===== src/rtl/triangle_setup_if.sv =====
// Triangle setup bus: upstream triangle handshake plus the coefficient,
// start/eoc and done hand-off toward the pixel computation stage.
interface triangle_setup_if #(
  parameter int COORD_WIDTH = 16,
  parameter int COLOR_WIDTH = 16
);

  logic                          tri_valid;
  logic                          tri_ready;
  logic signed [COORD_WIDTH-1:0] vx [3];
  logic signed [COORD_WIDTH-1:0] vy [3];
  logic        [COLOR_WIDTH-1:0] tri_color;

  logic                            start;
  logic signed [COORD_WIDTH-1:0]   bound_coefs [3][2];
  logic signed [2*COORD_WIDTH-1:0] bound_const [3];
  logic        [COLOR_WIDTH-1:0]   color;
  logic                            eoc;
  logic                            done;
  logic                            degenerate;

  // Environment side: offers triangles and reports end of computation.
  modport master (
    output tri_valid, vx, vy, tri_color, eoc,
    input  tri_ready, start, bound_coefs, bound_const, color, done, degenerate
  );

  // Setup block side.
  modport slave (
    input  tri_valid, vx, vy, tri_color, eoc,
    output tri_ready, start, bound_coefs, bound_const, color, done, degenerate
  );

endinterface


===== src/rtl/triangle_setup.sv =====
// Triangle setup: latches a triangle, derives the three edge equations
// A*x + B*y + C with one shared multiplier pair, orients them so interior
// pixels evaluate positive, launches pixel computation and waits for eoc.
// Zero-area triangles are dropped with a done/degenerate pulse.
module triangle_setup #(
  parameter int COORD_WIDTH = 16,
  parameter int COLOR_WIDTH = 16
) (
  input  logic             clk,
  input  logic             reset_n,
  triangle_setup_if.slave  bus
);

  localparam int PW = 2 * COORD_WIDTH;
  localparam int SW = 2 * COORD_WIDTH + 2;

  typedef enum logic [2:0] {
    IDLE,
    SETUP0,
    SETUP1,
    SETUP2,
    ORIENT,
    START,
    WAIT_EOC
  } state_t;

  state_t state;

  logic signed [COORD_WIDTH-1:0] x_q [3];
  logic signed [COORD_WIDTH-1:0] y_q [3];

  logic signed [COORD_WIDTH-1:0] a_q [3];
  logic signed [COORD_WIDTH-1:0] b_q [3];
  logic signed [PW-1:0]          c_q [3];
  logic        [COLOR_WIDTH-1:0] color_q;

  logic start_q;
  logic done_q;
  logic degenerate_q;

  logic        [1:0]             edge_sel;
  logic signed [COORD_WIDTH-1:0] xi;
  logic signed [COORD_WIDTH-1:0] yi;
  logic signed [COORD_WIDTH-1:0] xj;
  logic signed [COORD_WIDTH-1:0] yj;

  logic signed [PW-1:0]          prod_a;
  logic signed [PW-1:0]          prod_b;
  logic signed [COORD_WIDTH-1:0] edge_a;
  logic signed [COORD_WIDTH-1:0] edge_b;
  logic signed [PW-1:0]          edge_c;

  logic signed [SW-1:0]          area_sum;
  logic                          area_neg;
  logic                          area_zero;

  // Pick the edge endpoints (vertex i and vertex i+1 mod 3) for the current setup step.
  always_comb begin
    edge_sel = 2'd0;
    xi       = x_q[0];
    yi       = y_q[0];
    xj       = x_q[1];
    yj       = y_q[1];
    case (state)
      SETUP1: begin
        edge_sel = 2'd1;
        xi       = x_q[1];
        yi       = y_q[1];
        xj       = x_q[2];
        yj       = y_q[2];
      end
      SETUP2: begin
        edge_sel = 2'd2;
        xi       = x_q[2];
        yi       = y_q[2];
        xj       = x_q[0];
        yj       = y_q[0];
      end
      default: begin
      end
    endcase
  end

  // Shared multiplier pair and edge coefficient arithmetic (wrapping widths).
  always_comb begin
    prod_a = PW'(xi) * PW'(yj);
    prod_b = PW'(xj) * PW'(yi);
    edge_c = prod_a - prod_b;
    edge_a = yi - yj;
    edge_b = xj - xi;
  end

  // Twice the signed area, widened so three full-range constants cannot overflow.
  always_comb begin
    area_sum  = $signed({{2{c_q[0][PW-1]}}, c_q[0]})
              + $signed({{2{c_q[1][PW-1]}}, c_q[1]})
              + $signed({{2{c_q[2][PW-1]}}, c_q[2]});
    area_neg  = area_sum[SW-1];
    area_zero = (area_sum == '0);
  end

  // Control FSM with registered datapath and pulse outputs.
  always_ff @(posedge clk or negedge reset_n) begin
    if (!reset_n) begin
      state        <= IDLE;
      start_q      <= 1'b0;
      done_q       <= 1'b0;
      degenerate_q <= 1'b0;
      color_q      <= '0;
      for (int i = 0; i < 3; i++) begin
        x_q[i] <= '0;
        y_q[i] <= '0;
        a_q[i] <= '0;
        b_q[i] <= '0;
        c_q[i] <= '0;
      end
    end else begin
      start_q      <= 1'b0;
      done_q       <= 1'b0;
      degenerate_q <= 1'b0;
      case (state)
        IDLE: begin
          if (bus.tri_valid) begin
            for (int i = 0; i < 3; i++) begin
              x_q[i] <= bus.vx[i];
              y_q[i] <= bus.vy[i];
            end
            color_q <= bus.tri_color;
            state   <= SETUP0;
          end
        end
        SETUP0, SETUP1, SETUP2: begin
          a_q[edge_sel] <= edge_a;
          b_q[edge_sel] <= edge_b;
          c_q[edge_sel] <= edge_c;
          case (state)
            SETUP0:  state <= SETUP1;
            SETUP1:  state <= SETUP2;
            default: state <= ORIENT;
          endcase
        end
        ORIENT: begin
          if (area_zero) begin
            done_q       <= 1'b1;
            degenerate_q <= 1'b1;
            state        <= IDLE;
          end else begin
            if (area_neg) begin
              for (int i = 0; i < 3; i++) begin
                a_q[i] <= -a_q[i];
                b_q[i] <= -b_q[i];
                c_q[i] <= -c_q[i];
              end
            end
            start_q <= 1'b1;
            state   <= START;
          end
        end
        START: begin
          state <= WAIT_EOC;
        end
        WAIT_EOC: begin
          if (bus.eoc) begin
            done_q <= 1'b1;
            state  <= IDLE;
          end
        end
        default: begin
          state <= IDLE;
        end
      endcase
    end
  end

  assign bus.tri_ready  = (state == IDLE);
  assign bus.start      = start_q;
  assign bus.done       = done_q;
  assign bus.degenerate = degenerate_q;
  assign bus.color      = color_q;

  // Present the coefficient registers on the output bus.
  always_comb begin
    for (int i = 0; i < 3; i++) begin
      bus.bound_coefs[i][0] = a_q[i];
      bus.bound_coefs[i][1] = b_q[i];
      bus.bound_const[i]    = c_q[i];
    end
  end

endmodule


===== src/flat_wrapper.sv =====
// flat-port wrapper written by rule: the top's interface ports become plain ports
module triangle_setup_flat 
#(
  parameter int COORD_WIDTH = 16,
  parameter int COLOR_WIDTH = 16
)
  (clk, reset_n, bus_tri_valid, bus_vx, bus_vy, bus_tri_color, bus_eoc, bus_tri_ready, bus_start, bus_bound_coefs, bus_bound_const, bus_color, bus_done, bus_degenerate);
  triangle_setup_if #(.COORD_WIDTH(COORD_WIDTH), .COLOR_WIDTH(COLOR_WIDTH)) bus_i ();
  input  logic clk;
  input  logic reset_n;
  input wire logic [$bits(bus_i.tri_valid)-1:0] bus_tri_valid;
  input wire logic [$bits(bus_i.vx)-1:0] bus_vx;
  input wire logic [$bits(bus_i.vy)-1:0] bus_vy;
  input wire logic [$bits(bus_i.tri_color)-1:0] bus_tri_color;
  input wire logic [$bits(bus_i.eoc)-1:0] bus_eoc;
  output wire logic [$bits(bus_i.tri_ready)-1:0] bus_tri_ready;
  output wire logic [$bits(bus_i.start)-1:0] bus_start;
  output wire logic [$bits(bus_i.bound_coefs)-1:0] bus_bound_coefs;
  output wire logic [$bits(bus_i.bound_const)-1:0] bus_bound_const;
  output wire logic [$bits(bus_i.color)-1:0] bus_color;
  output wire logic [$bits(bus_i.done)-1:0] bus_done;
  output wire logic [$bits(bus_i.degenerate)-1:0] bus_degenerate;
  assign bus_i.tri_valid = bus_tri_valid;
  assign bus_i.vx = {>>{bus_vx}};
  assign bus_i.vy = {>>{bus_vy}};
  assign bus_i.tri_color = bus_tri_color;
  assign bus_i.eoc = bus_eoc;
  assign bus_tri_ready = bus_i.tri_ready;
  assign bus_start = bus_i.start;
  assign bus_bound_coefs = {>>{bus_i.bound_coefs}};
  assign bus_bound_const = {>>{bus_i.bound_const}};
  assign bus_color = bus_i.color;
  assign bus_done = bus_i.done;
  assign bus_degenerate = bus_i.degenerate;
  triangle_setup #(.COORD_WIDTH(COORD_WIDTH), .COLOR_WIDTH(COLOR_WIDTH)) u_core (.clk(clk), .reset_n(reset_n), .bus(bus_i));
endmodule

===== config.mk =====
export PLATFORM = sky130hd
export DESIGN_NAME = triangle_setup_flat
export DESIGN_NICKNAME = d
export VERILOG_FILES = /design/src/rtl/triangle_setup_if.sv /design/src/rtl/triangle_setup.sv /design/src/flat_wrapper.sv
export SDC_FILE = /design/constraint.sdc
export NUM_CORES = 2
export LEC_CHECK = 0
export BUFFER_PORTS_ARGS = -buffer_cell sky130_fd_sc_hd__buf_2
export CAP_MARGIN = 10
export CORE_MARGIN = 8
export CORE_UTILIZATION = 38
export CTS_CLUSTER_DIAMETER = 50
export DETAILED_ROUTE_END_ITERATION = 16
export HOLD_SLACK_MARGIN = 0.12
export PLACE_DENSITY = 0.53
export SETUP_SLACK_MARGIN = 0.3
export SYNTH_ARGS = -nofsm -noshare
export SYNTH_HDL_FRONTEND = slang
export SYNTH_SLANG_ARGS = --single-unit

===== constraint.sdc =====
create_clock -name clk -period 11.6 [get_ports clk]
set_clock_uncertainty 0.2 [all_clocks]
set_input_delay 1.74 -clock clk [delete_from_list [all_inputs] [get_ports clk]]
set_output_delay 1.74 -clock clk [all_outputs]
set_load 0.005 [all_outputs]

Yosys cells after proc, flatten, opt, wreduce, memory -nomap -nowiden
Cells that the tools add are included.

word-level totals
  register bits after elaboration = 310
  latch bits = 0
  memory bits (writable) = 0
  memory bits (read-only) = 0
  input bits = 116
  output and inout bits = 212
  logic and storage cells = 89
  memories = 0

cells by class
  add/sub/neg operators = 14
  $mul = 2
  divide/modulo/power cells = 0
  $lt $le $gt $ge = 2
  equal/unequal tests = 10
  shifts and indexed selects = 0
  mux-type cells = 32
  bitwise operators = 1
  reduce and logical (&&, ||, !) cells = 8

operators by type and width
  cell                                                 number
  2-to-1 mux 48 bit                                    4
  2-to-1 mux 96 bit                                    2
  case mux 48 bit (2 select lines)                     2
  case mux 96 bit (2 select lines)                     1
  case mux 16 bit (2 select lines)                     4
  bitwise mux 48 bit                                   2
  bitwise mux 96 bit                                   1
  negation 16 bit                                      6
  negation 32 bit                                      3
  demux 32 bit (select 2 bit)                          1
  multiplier 16 x 16 -> 32 bit                         2
  adder 33 x 32 -> 34 bit                              1
  zero test 34 bit                                     1
  adder 32 x 32 -> 33 bit                              1
  demux 16 bit (select 2 bit)                          1
  2-to-1 mux 32 bit                                    1
  subtractor 16 bit                                    2
  subtractor 32 bit                                    1
  2-to-1 mux 16 bit                                    1
  case mux 3 bit (5 select lines)                      1
  equality test 3 bit, second input constant           3
  2-to-1 mux 3 bit                                     3
  equality test 3 x 2 -> 1 bit, second input constant  2
  != test 2 bit, second input constant                 3
  15 further kinds                                     20

Logic depth before layout (Yosys ltp)
  depth in word-level cells = 9
  mapped depth = 36

Least setup slack after synthesis
OpenSTA, ideal clock, no wires.

  kind = register -> register
  start point = reg u_core.state[0]
  end point = reg u_core.c_q, in the netlist u_core.bus.bound_const[95]
  setup time = 0.141 ns
  arrival time = 9.252 ns
  slack = 2.007 ns
  cell stages (with the launch flop) = 33
  path through = dfrtp_1 clkbuf_1 clkbuf_1 buf_1 buf_1 mux2i_1 o21ai_1 nand2_1 inv_1 fa_1 inv_1 fa_1 inv_1 fa_1 inv_1 fa_1 fa_1 fa_1 fa_1 inv_1 fa_1 inv_1 ha_1 and2_1 and3_1 a221oi_1 a21oi_1 a211o_1 a21o_1 nor2_1 o21bai_1 xnor2_1 o221ai_1

on the way
  longest elaborated chain between the ends = 9
  elaborated cells between the ends (all ways) = 25
  those cells by class = add/sub: 1; mul: 2; order compare: 2; eq/ne: 6; mux: 9; bitwise: 1; reduce/logical: 4

ends and longest elaborated chain
  element                                                               RTL line               RTL
  from (decl)                                                           triangle_setup.sv:27   state_t state;
  from (signal assigned)                                                triangle_setup.sv:105  state <= IDLE;
  from (signal assigned)                                                triangle_setup.sv:129  state <= SETUP0;
  from (signal assigned)                                                triangle_setup.sv:137  SETUP0: state <= SETUP1;
  branches (longest 9 deep; another with multiplier 16 x 16 -> 32 bit)  --
  to (signal, indexed assignment)                                       triangle_setup.sv:135  c_q[edge_sel] <= edge_c;
  to (signal, indexed assignment)                                       triangle_setup.sv:152  c_q[i] <= -c_q[i];
  to (decl)                                                             triangle_setup.sv:34   logic signed [PW-1:0] c_q [3];

Parallel ways; which one is timed is not known.
A chain may end at the register's enable or synchronous reset.

Final worst setup path
  start point = reg u_core.state[1]
  end point = reg u_core.c_q, in the netlist u_core.bus.bound_const[95]

Same word-level chain as after synthesis.

==> impl_metrics.ini <==
[place]
port_buffers = 327
hpwlAfterDp_microns = 119000
gp_congestion = 0.949
pre_cts_slack_ps = 964

[clock_tree]
clk_path_buf_depth = 3
cts_tree = built
clock_latency_ps = 640
post-cts-setup-buffers = 0
clockRootBuffer = clkbuf_16
cts_resized = 0
hold_buffers = 0
cts.sinks = 310
cts_buffers = 47
h-tree-depth = 2
path_clk_slew_ps = 60

[critical_path]
crit_family = adder cells
required_ps = 11870
cp_num_buf_inv = 6
crit_fanout = 71
path_common_cell = fa_1
crit_type = reg -> reg
critPathArrivalTime_ps = 10930
critPathCaptureType = flop
crit_slowest_cell = o21ai_1
slowest_delay_ps = 970
startpoint_type = flop

[yosys]
avgSynthCellArea_sq_um = 8.93
synth_seq_cells = 310
synth_area_leader_cell = fa_1
netlist_area_sq_um = 40600
async_flop_share = 1.00
synthTopCellsByArea = fa_1 30%, dfrtp_1 19%, ha_1 7.1%
synth.distinct_cells = 87
syn_inst = 4549
synthesis.nets = 5507
synth_top_area_share = 0.302
yosys_most_used_dff = dfrtp_1
yosysSeqAreaShare = 0.191
synth_edf_count = 0
synth_warnings = 0

[die]
die-area_sq_um = 118000
rows = 120
coreArea_sq_um = 107000
dieHeight_microns = 343
io_pins = 328
initial_core_util = 0.381
dieWidth_microns = 343

[detailed_routing]
via_per_inst = 5.43
first_pass_iters = 5
drc = 0
first_iter_violations = 2566
routed_wl_microns = 148000
ant_nets = 0
wl_per_cell_microns = 23.7
num_vias = 34009

[finish]
nets = 5774
drive_gt1_frac = 0.138
areaGrowthSynthToFinish_pct = 12.3
post-route-util = 0.428

[timing]
hold_viol = 0
tns_ps = 0
max_freq_mhz = 93.9
report.final.slew_viol_count = 0
fin_crit_sh = 0.918
fin_crit_ps = 10650
worst_pin_slew_ps = 1230
worst_slack_ps = 947
rsz0062_at_grt = no
relSlewSlack = 0.177
setup_viol = 0

[global_routing]
grt_pass1_wl_microns = 224000
grt_usage = 0.251
grt_antenna_before_repair = 6
grt_pass1_vias = 34797
overflow = 0
grt_max_degree = 72

[hold_path]
min-delay-path-class = reg -> reg

[flow_run]
drv_cap = 0

[outcome]
status = complete, no violations
-- routing by layer --
metal  part of all wire  wire (microns)  up-vias  track usage
li1                   -               -    15285            -
met1               0.44           64800    17157        0.343
met2               0.45           67300     1302        0.405
met3              0.074           10900      259       0.0449
met4              0.035            5150        6       0.0774
met5            0.00031              46        -            0
-- final timing paths --
path                       cells after the start  slack, ps                          to           startpoint
min in group asynchronous                      1        890              u_core.x_q[31]              reset_n
max                                           28        950  u_core.bus.bound_const[95]      u_core.state[1]
max in group asynchronous                      3       8170        u_core.bus.color[13]              reset_n
min                                            1        300         u_core.bus.color[6]  u_core.bus.color[6]
max reg2reg                                   28        950  u_core.bus.bound_const[95]      u_core.state[1]
min reg2reg                                    1        300         u_core.bus.color[6]  u_core.bus.color[6]
-- kinds of logic after synthesis --
kind of cell	after synthesis	synth area share
simple gates	1351	0.148
flops	310	0.191
mux	187	0.0496
xor+xnor	151	0.0326
fa+ha+maj	842	0.373
compound gates	772	0.119
buf+inv	936	0.0876
-- area by class of cell --
class                           instances  area [sq um]
Sequential cell                       310          7760
Clock inverter                         28           353
Timing Repair Buffer                  394          2160
Tap cell                             1403          1760
Inverter                              760          2850
Fill cell                           10576         61000
Antenna cell                            4          10.0
Multi-Input combinational cell       3303         29400
Clock buffer                           57          1280
-- stage by stage --
stage	instance area (sq um)	hold WS [ps]	instances
final	45600	300	6259
after global routing	45600	307	6256
after CTS	45600	302	6255
after detailed placement	44000	289	6170
after global placement	43900	287	6169
after floorplan	40600	302	4549
-- registers in the layout, summed over array words and instances (netlist names) --
signal                  flops
u_core.bus.start            1
u_core.x_q                 48
u_core.state                3
u_core.bus.degenerate       1
u_core.bus.bound_coefs     96
u_core.bus.bound_const     96
u_core.bus.color           16
u_core.bus.done             1
u_core.y_q                 48
-- Yosys cell counts, types with 35 or more instances --
cell type / n
mux2i_1: 74
clkbuf_1: 153
inv_1: 743
nand2b_1: 35
nor2_1: 478
nand2_1: 469
nor3_1: 119
fa_1: 612
nand3_1: 47
o21a_1: 44
mux2_2: 113
dfrtp_1: 310
ha_1: 230
xnor2_1: 99
xor2_1: 52
o21ai_0: 205
a21oi_1: 232
-- placed cells by master (no fill, tap or decap), types with 26 or more instances in the layout --
cell	instances
mux2_2	113
o21ai_0	205
a21o_1	32
clkbuf_16	47
nand2_1	466
xor2_1	52
buf_4	66
nand2b_1	34
buf_2	326
nor4_1	26
or2_2	27
nand3_1	47
nor2_1	472
dfrtp_1	309
xnor2_1	99
mux2i_1	74
fa_1	612
ha_1	230
a21oi_1	221
o21a_1	44
nor3_1	117
inv_1	743
Power is left out: the tool's default activity adds up to more than one toggle a clock period on the data nets, which glitch-free logic cannot reach.
